$ cat config.mk
export PLATFORM = sky130hd
export DESIGN_NAME = mem_access_ctrl
export DESIGN_NICKNAME = d
export VERILOG_FILES = /design/src/rtl/mem_access_ctrl.sv
export SDC_FILE = /design/constraint.sdc
export NUM_CORES = 1
export LEC_CHECK = 0
export BUFFER_PORTS_ARGS = -buffer_cell sky130_fd_sc_hd__buf_2
export CAP_MARGIN = 20
export CORE_MARGIN = 2
export CORE_UTILIZATION = 50
export DETAILED_ROUTE_END_ITERATION = 8
export GPL_TIMING_DRIVEN = 0
export PLACE_DENSITY = 0.85
export SETUP_SLACK_MARGIN = 0.05
export SYNTH_ARGS = -nofsm -noshare
export SYNTH_HDL_FRONTEND = slang
export SYNTH_SLANG_ARGS = --single-unit
$ cat constraint.sdc
create_clock -name CLK -period 4.7 [get_ports CLK]
set_input_delay 0.235 -clock CLK [delete_from_list [all_inputs] [get_ports CLK]]
set_output_delay 0.235 -clock CLK [all_outputs]
set_load 0.02 [all_outputs]
$ cat src/rtl/mem_access_ctrl.sv
// Load/store front-end for a single-port data SRAM: issues a held chip-select
// access per CPU request and returns an aligned, extended load result or write ack.
module mem_access_ctrl #(
    parameter int AWIDTH  = 12,
    parameter int TIMEOUT = 16
) (
    input  logic              CLK,
    input  logic              RSTn,
    input  logic              REQ,
    input  logic              REQ_WE,
    input  logic [1:0]        REQ_SIZE,
    input  logic              REQ_UNSIGNED,
    input  logic [31:0]       REQ_ADDR,
    input  logic [31:0]       REQ_WDATA,
    output logic              REQ_ACK,
    output logic              RESP_VALID,
    output logic              RESP_ERR,
    output logic [31:0]       RESP_RDATA,
    output logic              MEM_CSN,
    output logic              MEM_WEN,
    output logic [AWIDTH-1:0] MEM_ADDR,
    output logic [3:0]        MEM_BE,
    output logic [31:0]       MEM_DI,
    input  logic [31:0]       MEM_DOUT,
    input  logic              MEM_READY,
    output logic [1:0]        dbg_state
);

    typedef enum logic [1:0] {
        IDLE   = 2'd0,
        ACCESS = 2'd1,
        RESP   = 2'd2
    } state_t;

    state_t      state;
    logic [7:0]  wait_cnt;
    logic        lat_we;
    logic        lat_uns;
    logic [1:0]  lat_size;
    logic [1:0]  lat_off;

    logic        misaligned;
    logic [3:0]  be_next;
    logic [31:0] di_next;
    logic [31:0] shifted;
    logic [31:0] extracted;
    logic        unused_addr;

    assign unused_addr = ^REQ_ADDR[31:AWIDTH+2];
    assign REQ_ACK     = (state == IDLE) || (state == RESP);
    assign dbg_state   = state;

    always_comb begin
        misaligned = 1'b0;
        be_next    = 4'b1111;
        di_next    = REQ_WDATA;
        case (REQ_SIZE)
            2'b00: begin
                be_next = 4'b0001 << REQ_ADDR[1:0];
                di_next = {4{REQ_WDATA[7:0]}};
            end
            2'b01: begin
                misaligned = REQ_ADDR[0];
                be_next    = REQ_ADDR[1] ? 4'b1100 : 4'b0011;
                di_next    = {2{REQ_WDATA[15:0]}};
            end
            default: begin
                misaligned = |REQ_ADDR[1:0];
            end
        endcase
    end

    // MEM_DOUT stays stable during RESP because CSN is already high, so the
    // load result can be taken straight from the SRAM output.
    always_comb begin
        shifted   = MEM_DOUT >> {lat_off, 3'b000};
        extracted = shifted;
        case (lat_size)
            2'b00:   extracted = lat_uns ? {24'd0, shifted[7:0]}  : {{24{shifted[7]}}, shifted[7:0]};
            2'b01:   extracted = lat_uns ? {16'd0, shifted[15:0]} : {{16{shifted[15]}}, shifted[15:0]};
            default: extracted = shifted;
        endcase
        RESP_RDATA = 32'd0;
        if (state == RESP && !RESP_ERR && !lat_we) begin
            RESP_RDATA = extracted;
        end
    end

    always_ff @(posedge CLK or negedge RSTn) begin
        if (!RSTn) begin
            state      <= IDLE;
            wait_cnt   <= 8'd0;
            lat_we     <= 1'b0;
            lat_uns    <= 1'b0;
            lat_size   <= 2'b00;
            lat_off    <= 2'b00;
            RESP_VALID <= 1'b0;
            RESP_ERR   <= 1'b0;
            MEM_CSN    <= 1'b1;
            MEM_WEN    <= 1'b1;
            MEM_ADDR   <= '0;
            MEM_BE     <= 4'd0;
            MEM_DI     <= 32'd0;
        end else begin
            RESP_VALID <= 1'b0;
            RESP_ERR   <= 1'b0;
            case (state)
                IDLE, RESP: begin
                    if (REQ) begin
                        lat_we   <= REQ_WE;
                        lat_uns  <= REQ_UNSIGNED;
                        lat_size <= REQ_SIZE;
                        lat_off  <= REQ_ADDR[1:0];
                        if (misaligned) begin
                            state      <= RESP;
                            RESP_VALID <= 1'b1;
                            RESP_ERR   <= 1'b1;
                        end else begin
                            state    <= ACCESS;
                            wait_cnt <= 8'd0;
                            MEM_CSN  <= 1'b0;
                            MEM_WEN  <= ~REQ_WE;
                            MEM_ADDR <= REQ_ADDR[AWIDTH+1:2];
                            MEM_BE   <= be_next;
                            MEM_DI   <= di_next;
                        end
                    end else begin
                        state <= IDLE;
                    end
                end
                ACCESS: begin
                    if (MEM_READY) begin
                        state      <= RESP;
                        MEM_CSN    <= 1'b1;
                        RESP_VALID <= 1'b1;
                    end else if (wait_cnt == 8'(TIMEOUT - 1)) begin
                        // A timed-out store may already be committed; still an error.
                        state      <= RESP;
                        MEM_CSN    <= 1'b1;
                        RESP_VALID <= 1'b1;
                        RESP_ERR   <= 1'b1;
                    end else begin
                        wait_cnt <= wait_cnt + 8'd1;
                    end
                end
                default: begin
                    state   <= IDLE;
                    MEM_CSN <= 1'b1;
                end
            endcase
        end
    end

endmodule

==> impl_summary.md, run 1 <==
Synthesis
The share of the yosys chip area belonging to registers is 44.7%. The total nets after synthesis is 515. The xor-xnor portion of the synthesized cell area is 0.918%. In the synthesized netlist the dominant register cell turns out to be sky130_fd_sc_hd__dfrtp_1. The fraction of synthesized area in multiplexers is 17.0%. The adder and majority gate portion of the synthesized area is 0.328%. Counting flops with a built-in enable in the synthesized netlist gives 0.

In the synthesized netlist the async set-or-reset flop fraction comes to 100%. The synthesized netlist occupies a cell area of 3820 um^2. Yosys printed 0 warnings. Each instance of the synthesized netlist takes up on average 9.31 um^2. The distinct cell type count of the synthesized netlist is 46.

The synthesized instance count is 410. The flip-flop and latch count after synthesis is 68. Of the total synthesized cell area, the portion taken by AND, OR, NAND and NOR gates is 16.3%. By area, the combinational part of the netlist is dominated by compound AO/OA/AOI/OAI gates. Summing the areas of all compound-gate instances in the mapped netlist gives 17.2% of the synthesized area.

Detailed routing
The first-pass detailed-route iteration total is 5. The length of routed met2 wiring is 5890 um. The sum of met3 wire segment lengths after detailed routing is 902 um.

The remaining antenna violation count after routing is 0. The detailed router finished its first iteration with 274 violations. In the final routing, the length of wire on met1 measures 4510 um.

The routed wire length per instance is 16.9 um. The highest metal layer carrying signal wires in the routed design is met4. The number of vias per cell is 5.61. Across all layers, the routed design uses 3,894 vias. For this run, design rule violations remaining after detail routing come to 0. The sum of routed wire length over all layers is 11,700 um.

Die
The die covers 8350 um^2. After floorplanning, the core was divided into 31 placement rows. The effective utilization at floorplan is 52.1%. The width of the chip is 91.4 um. The core region is 7330 um^2. In this run the count of I/O pins placed on the die edge is 191.

Measured along the y axis, the die boundary spans 91.4 um.

CTS
Counting the buffers created by CTS gives 9. The number of buffers added for setup after CTS is 0. The longest clock path from root to sink contains 2 buffers. TritonCTS built the clock tree. The worst-skew pair later-pin latency is 350 ps. The post-cts resize count is 0.

The H-tree level count is 3. The clock tree root buffer cell is sky130_fd_sc_hd__clkbuf_8. The tree built by TritonCTS fans out to 68 sinks. The number of hold buffers added after cts is 0. The clock-pin slew reported for the worst setup and hold paths after clock tree synthesis is 80 ps.

Critical path
The delay contributed by the slowest stage of the critical path is 660 ps. The critical path goes through clkbuf_1 > xnor2_1 > o21ai_0 > o21ai_0 > o21ai_0 > buf_2. The category of the worst setup path capture point is a primary output.

The endpoint identified for the worst register-to-register timing path is wait_cnt[1]. The startpoint type of the worst setup path is a flop. Data on the critical path arrives at its endpoint at 2600 ps. For the worst setup path, the data required time is 4470 ps. The cell that appears most often on the critical path is sky130_fd_sc_hd__o21ai_0. The number of cells on the worst reg-to-reg path is 5. The worst register-to-register path has a setup slack of 2640 ps.

The maximum fanout along the worst path is 10. The type of the worst setup path is flop to primary output. The launch instance of the worst register-to-register path is dbg_state[0]. The slowest stage of the critical path is the sky130_fd_sc_hd__o21ai_0 cell.

GRT
The via count of the first global-routing pass is 3,898. The overall track demand over capacity in global routing is 27.8%. The number of antenna violations at the first check in global routing is 1.

Entering global routing, the biggest net connects 69 pins. The leftover overflow at the end of global routing is 0. The first global-routing pass estimated 18,700 um of wire.

Final layout
Cells fill 68.0% of the core in the end. The library cell used most frequently in the layout, excluding fill and tap cells, is sky130_fd_sc_hd__buf_2. In the layout the commonest cells are sky130_fd_sc_hd__buf_2 (169), sky130_fd_sc_hd__dfrtp_1 (66), sky130_fd_sc_hd__nand2_1 (63). The net count of the finished layout is 694. Of the cells placed in the final design, the portion with a size suffix greater than 1 is 36.0%. The area growth from synthesis to layout is 30.7%.

Status
The final reports fail on hold timing. The run finished, with violations left.

Timing
Timing would allow up to 353 MHz. The minimum hold slack is -23.5 ps. The worst pin sits at a relative slew slack of 43.8%.

Setup repair after global routing left no endpoint under its margin. After layout, the minimum clock period comes to 2830 ps. The number of endpoints with negative hold slack in the final report is 21. At the pin with the least slew margin, the transition time is 842 ps.

The post-route clock period utilization is 60.2%. The final sum of negative setup slack is 0 ps. The total of endpoints with negative setup slack in the final report is 0. For the final database, setup skew stands at 10.1 ps. The max-slew violation count is 0.

Min path
In this run the worst hold path is classified as primary input to async pin.

Power
The leakage power total is 2.58 nW. The cell area power density is 422 nW/um^2. The peak ir drop on the vdd network is 0.000298 V.

Run
Max-cap violations in this run came to 0.

Place
Buffers placed on the I/O ports in this run total 168. The congestion estimate from routability-driven global placement came to 0.848. Detailed placement ended at an HPWL of 8720 um.
==> synth_stat cells, types with 3 or more instances <==
cell	number	share of area, %
sky130_fd_sc_hd__dfrtp_1	66	43
sky130_fd_sc_hd__o21ai_0	52	6.8
sky130_fd_sc_hd__clkbuf_1	25	2.5
sky130_fd_sc_hd__nor2b_1	9	1.5
sky130_fd_sc_hd__nand2_1	63	6.2
sky130_fd_sc_hd__and2_1	8	1.3
sky130_fd_sc_hd__a21oi_1	23	3.0
sky130_fd_sc_hd__nand3_1	5	0.66
sky130_fd_sc_hd__o211ai_1	3	0.59
sky130_fd_sc_hd__nor3_1	4	0.52
sky130_fd_sc_hd__a21o_1	8	1.6
sky130_fd_sc_hd__inv_1	4	0.39
sky130_fd_sc_hd__mux2_2	21	6.2
sky130_fd_sc_hd__mux2i_1	41	11
sky130_fd_sc_hd__nor2_1	21	2.1
sky130_fd_sc_hd__xnor2_1	4	0.92
sky130_fd_sc_hd__a22oi_1	3	0.59
sky130_fd_sc_hd__a211oi_1	14	2.8
==> per-stage QoR <==
stage / instance area (um^2) / std cells / setup WS [ps] / power, W
6_report: 4990 / 694 / 1870 / 0.00210
5_1_grt: 4990 / 694 / 1680 / 0.00221
4_1_cts: 4980 / 693 / 1920 / 0.00211
3_5_place_dp: 4780 / 677 / 2310 / 0.00162
3_3_place_gp: 4780 / 677 / 2350 / 0.00158
2_1_floorplan: 3820 / 410 / 2300 / 0.00132
==> state kept, by name (all words and copies together), names as in the netlist <==
signal      count
MEM_DI         32
MEM_ADDR       12
wait_cnt        8
MEM_BE          4
dbg_state       2
lat_off         2
lat_size        2
MEM_CSN         1
MEM_WEN         1
RESP_ERR        1
RESP_VALID      1
lat_uns         1
lat_we          1
==> report_power, final <==
group / switching (W) / total, W / internal (W)
logic: 0.000499 / 0.000787 / 0.000288
registers: 0.0000998 / 0.000833 / 0.000733
clock network: 0.000237 / 0.000485 / 0.000247
==> how the worst max path moves through the flow <==
stage	startpoint	end	slack (ps)	cells after the start
after detailed placement	lat_off[0]	RESP_RDATA[20]	2310	6
after global placement	lat_off[0]	RESP_RDATA[20]	2350	6
final	lat_off[0]	RESP_RDATA[21]	1870	6
after global routing	lat_off[0]	RESP_RDATA[20]	1680	6
after CTS	lat_off[0]	RESP_RDATA[20]	1920	6
after floorplan	dbg_state[0]	RESP_RDATA[16]	2300	5
==> cell type report <==
class                      count  area (um^2)
sequential                    68         1700
inverter                       4         15.0
clock inverter                 7         76.3
antenna                        1         2.50
tap                           99          124
buffer                        30          123
timing repair buffer         168          843
fill                         570         2340
clock buffer                   9          124
multi-input combinational    308         1970
==> worst max-delay path, delay by kind of cell (launching register included) <==
| family | cells | cell delay (ps) |
|---|---|---|
| DFF | 1 | 360 |
| AOI/OAI and AO/OA | 3 | 1050 |
| xor gates and xnor gates | 1 | 170 |
| buffers and inverters | 2 | 670 |
==> routing by layer <==
| layer | vias up | track usage [%] |
|---|---|---|
| li1 | 1810 | - |
| met1 | 1841 | 31.9 |
| met2 | 206 | 49.6 |
| met3 | 37 | 5.23 |
| met4 | 0 | 13.6 |
| met5 | - | 0 |
==> kinds of logic (layout without fill, tap and decap cells) <==
logic type,after synthesis,after routing
AND/OR/NAND/NOR,129,129
AO/OA/AOI/OAI,112,112
flip-flops,68,68
multiplexers,62,62
buffers and inverters,34,218
XOR/XNOR,4,4
adder cells (fa/ha/maj),1,1
other,0,1
Power figures use the tool's default switching activity.
==> inputs of run 2 (changes only) <==
--- a/config.mk
+++ b/config.mk
@@ -8,10 +8,10 @@
 export BUFFER_PORTS_ARGS = -buffer_cell sky130_fd_sc_hd__buf_2
 export CAP_MARGIN = 20
 export CORE_MARGIN = 2
-export CORE_UTILIZATION = 50
+export CORE_UTILIZATION = 42
 export DETAILED_ROUTE_END_ITERATION = 8
 export GPL_TIMING_DRIVEN = 0
-export PLACE_DENSITY = 0.85
+export PLACE_DENSITY = 0.76
 export SETUP_SLACK_MARGIN = 0.05
 export SYNTH_ARGS = -nofsm -noshare
 export SYNTH_HDL_FRONTEND = slang
==> constraint.sdc (replaced) <==
create_clock -name CLK -period 2.45 [get_ports CLK]
set_input_delay 0.1225 -clock CLK [delete_from_list [all_inputs] [get_ports CLK]]
set_output_delay 0.1225 -clock CLK [all_outputs]
set_load 0.02 [all_outputs]
==> impl_summary.md, run 2 (synthesis gave the netlist of run 1 again) <==
Status
The run finished with clean final reports.

Min path
The hold path startpoint is REQ_ADDR[6]. The kind of path behind the tightest hold check is primary input to flop. Counting instances, the worst hold path has a depth of 2. The endpoint with the worst hold slack is MEM_ADDR[4].

Final layout
The register ranked first by flip-flop count is MEM_DI. The count of fill cells added during filler insertion is 782 (+37%). The final cell utilization of the core is 59.3% (-8.7 points). The area used by sequential logic in the layout is 1710 um^2 (about the same). The net count of the finished layout is 707 (+1.9%).

The growth of design area from synthesis to finish is 36.2%. The share of post-route cells with drive strength above 1 came to 37.9% (+1.9 points). The post-route non-filler standard cell count is 715 (+3.0%). The library cell used most frequently in the layout, excluding fill and tap cells, is sky130_fd_sc_hd__buf_2. The flip-flop count of the largest register after layout is 32 (unchanged). The area occupied by multi-input gates was 2000 um^2 (+1.1%).

The top cell types in the final layout, fill and taps aside, are sky130_fd_sc_hd__buf_2 (161), sky130_fd_sc_hd__dfrtp_1 (65), sky130_fd_sc_hd__nand2_1 (63). The final antenna diode count was 0 (-1). The largest registers in the layout are MEM_DI (32), MEM_ADDR (12), wait_cnt (8).

Place
The final weighted congestion of routability-driven global placement is 0.907 (+7.0%). The HPWL reported at the end of detailed placement is 8630 um (-1.0%). The pre-CTS worst setup slack came to 88.0 ps (-2220 ps). The number of I/O port buffers was 168 (unchanged). The post-placement cell count is 686 (+1.3%).

CTS
The number of clock buffers inserted by TritonCTS came to 9 (unchanged). The clock-pin slew reported for the worst setup and hold paths after clock tree synthesis is 70 ps (about the same). The CTS tree is built. The H-tree level count was 3 (unchanged). The worst-skew pair later-pin latency is 360 ps (about the same). The number of sinks on the clock net came to 68 (unchanged).

The clock tree root buffer cell is sky130_fd_sc_hd__clkbuf_8. The buffer levels on the longest clock path is 2 (unchanged).

Critical path
The worst register-to-register path ends at MEM_DI[2]. The depth of the worst register-to-register path is 6 (+1). The maximum fanout along the worst path came to 5 (-5). The slowest stage cell on the critical path is sky130_fd_sc_hd__or4b_4.

Traced cell by cell, the critical path runs through or4b_4 > or3b_4 > buf_6 > o21ai_0 > buf_2. The register-to-register setup slack is 250 ps (-2390 ps). The type of the worst setup path is flop to primary output. The worst path arrival time came to 2320 ps (-280 ps). The delay contributed by the slowest stage of the critical path is 560 ps (-100 ps).

The worst setup path is launched from a flop. The category of the worst setup path capture point is a primary output. The required time of the critical path is 2330 ps (-2140 ps). The startpoint identified for the worst register-to-register timing path is dbg_state[0].

Timing
The number of endpoints with negative hold slack in the final report came to 0 (-100%). The headroom to the max-slew limit was 43.5% (-0.31 points). The largest clock skew in the final design came to 10.7 ps (+0.564 ps). The slew at the pin with the worst max-slew slack is 847 ps (+4.63 ps).

The fmax is 410 MHz. The final sum of negative setup slack came to 0 ps (unchanged). Setup repair after global routing could not meet its margin everywhere. The total of endpoints with negative setup slack in the final report came to 0 (unchanged). After layout, the worst path uses 99.6% of the clock period. The smallest setup slack after layout is 9.67 ps (-1860 ps). The shortest clock period the worst path allows after layout is 2440 ps. The max-slew violation count is 0 (unchanged).

Detailed routing
The first-pass detailed-route iteration total is 4 (-1). The initial detailed-routing violation count is 167 (-39%). The number of vias after detailed routing is 3,896 (+0.051%).

The number of vias per cell came to 5.45 (-2.9%). The sum of routed wire length over all layers is 11,600 um (-0.67%). The remaining antenna violation count after routing is 0 (unchanged).

The number of DRC violations after detailed routing is 0 (unchanged). The routed wire length per instance is 16.3 um (-3.6%).

Die
The standard-cell row count was 34 (+9.7%). The placeable core region is 8760 um^2 (+20%). The width of the chip is 99.3 um (+8.7%).

The full die area is 9860 um^2 (+18%). The number of I/O pins is 191 (unchanged). The effective utilization at floorplan is 43.5% (-8.5 points). The vertical die dimension is 99.3 um (+8.7%).

GRT
The number of antenna violations at the first check in global routing was 0 (-1). The overall track demand over capacity in global routing is 23.1% (-4.7 points). The first-pass GRT wire length came to 18,500 um (-0.96%).

The via count of the first global-routing pass came to 3,902 (+0.10%). The leftover overflow at the end of global routing came to 0 (unchanged). The largest net degree at the start of global routing was 69 (unchanged).

Power
The peak ir drop on the vdd network came to 0.000758 V (+150%). The leakage power total was 2.66 nW (+3.2%). The cell area power density is 781 nW/um^2 (+85%).

Run
The count of max-cap constraint violations was 0 (unchanged).
## run 2: routing by layer
metal  part of all wire (%)  up-vias  track usage (%)
met5                      0        -                0
met4                    2.5        0             11.1
li1                       -     1833                -
met3                    8.7       30             5.69
met1                     38     1852             26.2
met2                     51      181             40.7
## run 2: worst max path at each step
stage	start	endpoint	slack, ps
2_1_floorplan	dbg_state[0]	RESP_RDATA[16]	160
3_3_place_gp	lat_off[0]	RESP_RDATA[16]	150
3_5_place_dp	lat_off[0]	RESP_RDATA[16]	90
4_1_cts	dbg_state[0]	RESP_RDATA[26]	-50
5_1_grt	dbg_state[0]	RESP_RDATA[28]	-40
6_report	dbg_state[0]	RESP_RDATA[23]	10
## run 2: area by class of cell
type	count	share of cell area, %
multi-input combinational	308	38.4
sequential	68	32.8
timing repair buffer	183	19.7
tap	108	2.60
clock buffer	9	2.38
buffer	28	2.29
clock inverter	7	1.47
inverter	4	0.289
## run 2: power breakdown
part           switching [W]  internal, W
Clock               0.000451     0.000474
Combinational       0.000948     0.000591
Sequential          0.000188      0.00141
## run 2: critical path: cells and delay by family (launching register included)
| kind | cells | cell delay, ps |
|---|---|---|
| buffers and inverters | 2 | 360 |
| and+or+nand+nor | 2 | 980 |
| DFF | 1 | 400 |
| AOI/OAI and AO/OA | 1 | 220 |
## run 2: timing repair
action | in CTS | in global routing
setup buffers | 5 | 0
hold buffers | 9 | 0
resized for setup | 25 | 11
cloned | 1 | 0
pin swaps | 8 | 8
endpoints found under the setup margin | 17 | 31
endpoints found under the hold margin | 74 | 0
## run 2: through the flow
stage	area [um^2]	power, W	hold WS, ps
global placement	4790	0.00305	322
global route	5200	0.00428	12.1
CTS	5200	0.00408	0.512
detailed placement	4790	0.00310	285
floorplan	3820	0.00253	-173
finish	5200	0.00406	3.38
==> inputs of run 3 (changes only) <==
--- a/config.mk
+++ b/config.mk
@@ -12,6 +12,7 @@
 export DETAILED_ROUTE_END_ITERATION = 8
 export GPL_TIMING_DRIVEN = 0
 export PLACE_DENSITY = 0.76
+export RECOVER_POWER = 100
 export SETUP_SLACK_MARGIN = 0.05
 export SYNTH_ARGS = -nofsm -noshare
 export SYNTH_HDL_FRONTEND = slang
==> impl_summary.md, run 3 (synthesis gave the netlist of run 1 again) <==
Final layout
The register ranked first by flip-flop count is MEM_DI. The net count of the finished layout is 707 (unchanged). From synthesis to final layout, the design area changed by 34.0%. The share of post-route cells with drive strength above 1 is 27.2% (-11 points). The largest registers in the layout are MEM_DI (32), MEM_ADDR (12), wait_cnt (8). The flip-flop count of the largest register after layout is 32 (unchanged).

In the layout the commonest cells are sky130_fd_sc_hd__buf_2 (90), sky130_fd_sc_hd__clkbuf_1 (87), sky130_fd_sc_hd__dfrtp_1 (65). The final antenna diode count is 0 (unchanged). The most common cell after layout, fill and taps aside is sky130_fd_sc_hd__buf_2. The post-route non-filler standard cell count came to 715 (unchanged).

Critical path
The critical path goes through or4b_4 > or3b_4 > buf_6 > o21ai_0 > buf_2. The slowest stage cell on the critical path is sky130_fd_sc_hd__or4b_4. The startpoint type of the worst setup path is a flop. The maximum fanout along the worst path is 5 (unchanged).

The critical path in this run is classified as flop to primary output. The delay contributed by the slowest stage of the critical path is 560 ps (about the same). The required time of the critical path is 2330 ps (about the same). The worst path arrival time is 2310 ps (about the same).

On the critical path the largest part of the delay comes from simple AND/OR/NAND/NOR gates. The buffering stage count on the worst path with inverters included is 2 (unchanged). The category of the worst setup path capture point is a primary output.

Timing
The max-slew violation count is 69 (+69). The total of endpoints with negative setup slack in the final report came to 0 (unchanged). The largest clock skew in the final design is 11.4 ps (+0.769 ps).

The shortest clock period the worst path allows after layout is 2440 ps (-3.97 ps). The minimum hold slack is 2.67 ps (-0.708 ps). The slew at the pin with the worst max-slew slack was 1650 ps (+803 ps). The headroom to the max-slew limit came to -10.0% (-54 points). The smallest setup slack after layout is 13.6 ps (+3.97 ps). Setup repair after global routing could not meet its margin everywhere. The fmax is 410 MHz (+0.16%).

The final sum of negative setup slack was 0 ps (unchanged). The number of endpoints with negative hold slack in the final report is 0 (unchanged). The post-route clock period utilization was 99.4% (-0.16 points).

Detailed routing
The number of DRC violations after detailed routing is 0 (unchanged). The number of vias per cell is 5.43 (-0.36%). The initial detailed-routing violation count is 201 (+20%). The remaining antenna violation count after routing is 0 (unchanged).

The first-pass detailed-route iteration total came to 4 (unchanged). The sum of routed wire length over all layers is 11,600 um (-0.26%). The routed wire length per instance came to 16.3 um (-0.26%). The number of vias after detailed routing is 3,882 (-0.36%).

Place
The HPWL reported at the end of detailed placement is 8630 um (unchanged). The pre-CTS worst setup slack is 88.0 ps (unchanged). The number of I/O port buffers was 168 (unchanged).

The post-placement cell count was 686 (unchanged). The final weighted congestion of routability-driven global placement came to 0.907 (unchanged).

Die
The number of I/O pins is 191 (unchanged). The standard-cell row count is 34 (unchanged). The width of the chip was 99.3 um (unchanged).

The effective utilization at floorplan was 43.5% (unchanged). The full die area is 9860 um^2 (unchanged). The placeable core region was 8760 um^2 (unchanged). The vertical die dimension is 99.3 um (unchanged).

Power
The peak ir drop on the vdd network came to 0.000743 V (-2.1%). The cell area power density was 782 nW/um^2 (about the same). The leakage power total was 2.44 nW (-8.3%).

GRT
The leftover overflow at the end of global routing is 0 (unchanged). The overall track demand over capacity in global routing is 23.1% (unchanged). The first-pass GRT wire length is 18,500 um (unchanged). The number of antenna violations at the first check in global routing is 0 (unchanged). The largest net degree at the start of global routing is 69 (unchanged). The via count of the first global-routing pass is 3,902 (unchanged).

Min path
The kind of path behind the tightest hold check is primary input to flop.

Run
The count of max-cap constraint violations is 1 (+1).

CTS
The buffer levels on the longest clock path is 2 (unchanged). The number of sinks on the clock net came to 68 (unchanged). The worst-skew pair later-pin latency is 360 ps (about the same).

The clock-pin slew reported for the worst setup and hold paths after clock tree synthesis is 70 ps (about the same). The number of clock buffers inserted by TritonCTS is 9 (unchanged). The H-tree level count was 3 (unchanged). TritonCTS built the clock tree.

The tree is rooted in a sky130_fd_sc_hd__clkbuf_8.

Status
The final reports fail on capacitance limit, slew limit. The flow ran to the end, but the final reports show violations.
## run 3: layer usage
metal	up-vias	GRT usage [%]	share of wire, %
li1	1831	-	-
met1	1835	26.2	38
met2	186	40.7	50
met3	30	5.69	8.5
met4	0	11.1	2.7
met5	-	0	0
## run 3: final timing paths
kind / endpoint / cells after the start / slack, ps / from
max in group asynchronous: dbg_state[1] / 2 / 620 / RSTn
setup reg to reg: MEM_ADDR[5] / 6 / 260 / dbg_state[0]
setup / recovery: RESP_RDATA[23] / 5 / 10 / dbg_state[0]
min in group asynchronous: MEM_ADDR[10] / 2 / 750 / RSTn
hold / removal: MEM_ADDR[7] / 2 / 3 / REQ_ADDR[9]
hold reg to reg: MEM_DI[15] / 2 / 480 / MEM_DI[15]
## run 3: power breakdown
group,total (W),switching [W],internal [W]
sequential,0.00160,0.000193,0.00141
clock,0.000925,0.000451,0.000474
combinational,0.00147,0.000949,0.000523
## run 3: layout make-up
| cell class | count | area (um^2) |
|---|---|---|
| Fill cell | 815 | 3650 |
| Multi-Input combinational cell | 308 | 2000 |
| Sequential cell | 68 | 1710 |
| Timing Repair Buffer | 183 | 942 |
| Tap cell | 108 | 135 |
| Clock buffer | 9 | 124 |
| Buffer | 28 | 119 |
| Clock inverter | 7 | 76.3 |
| Inverter | 4 | 15.0 |
## run 3: timing repair
action | in CTS | in global routing
gates resized for setup | 25 | 11
hold buffers | 9 | 0
hold endpoints to repair | 74 | 0
buffers inserted | 5 | 0
pin swaps | 8 | 8
endpoints found under the setup margin | 17 | 31
gates cloned | 1 | 0
## run 3: through the flow
step                      util, %  total power [W]  cell area, um^2
final                        58.3          0.00400             5110
after global routing         58.3          0.00421             5110
after CTS                    59.3          0.00408             5200
after detailed placement     54.7          0.00310             4790
after global placement       54.7          0.00305             4790
after floorplan                 -          0.00253             3820
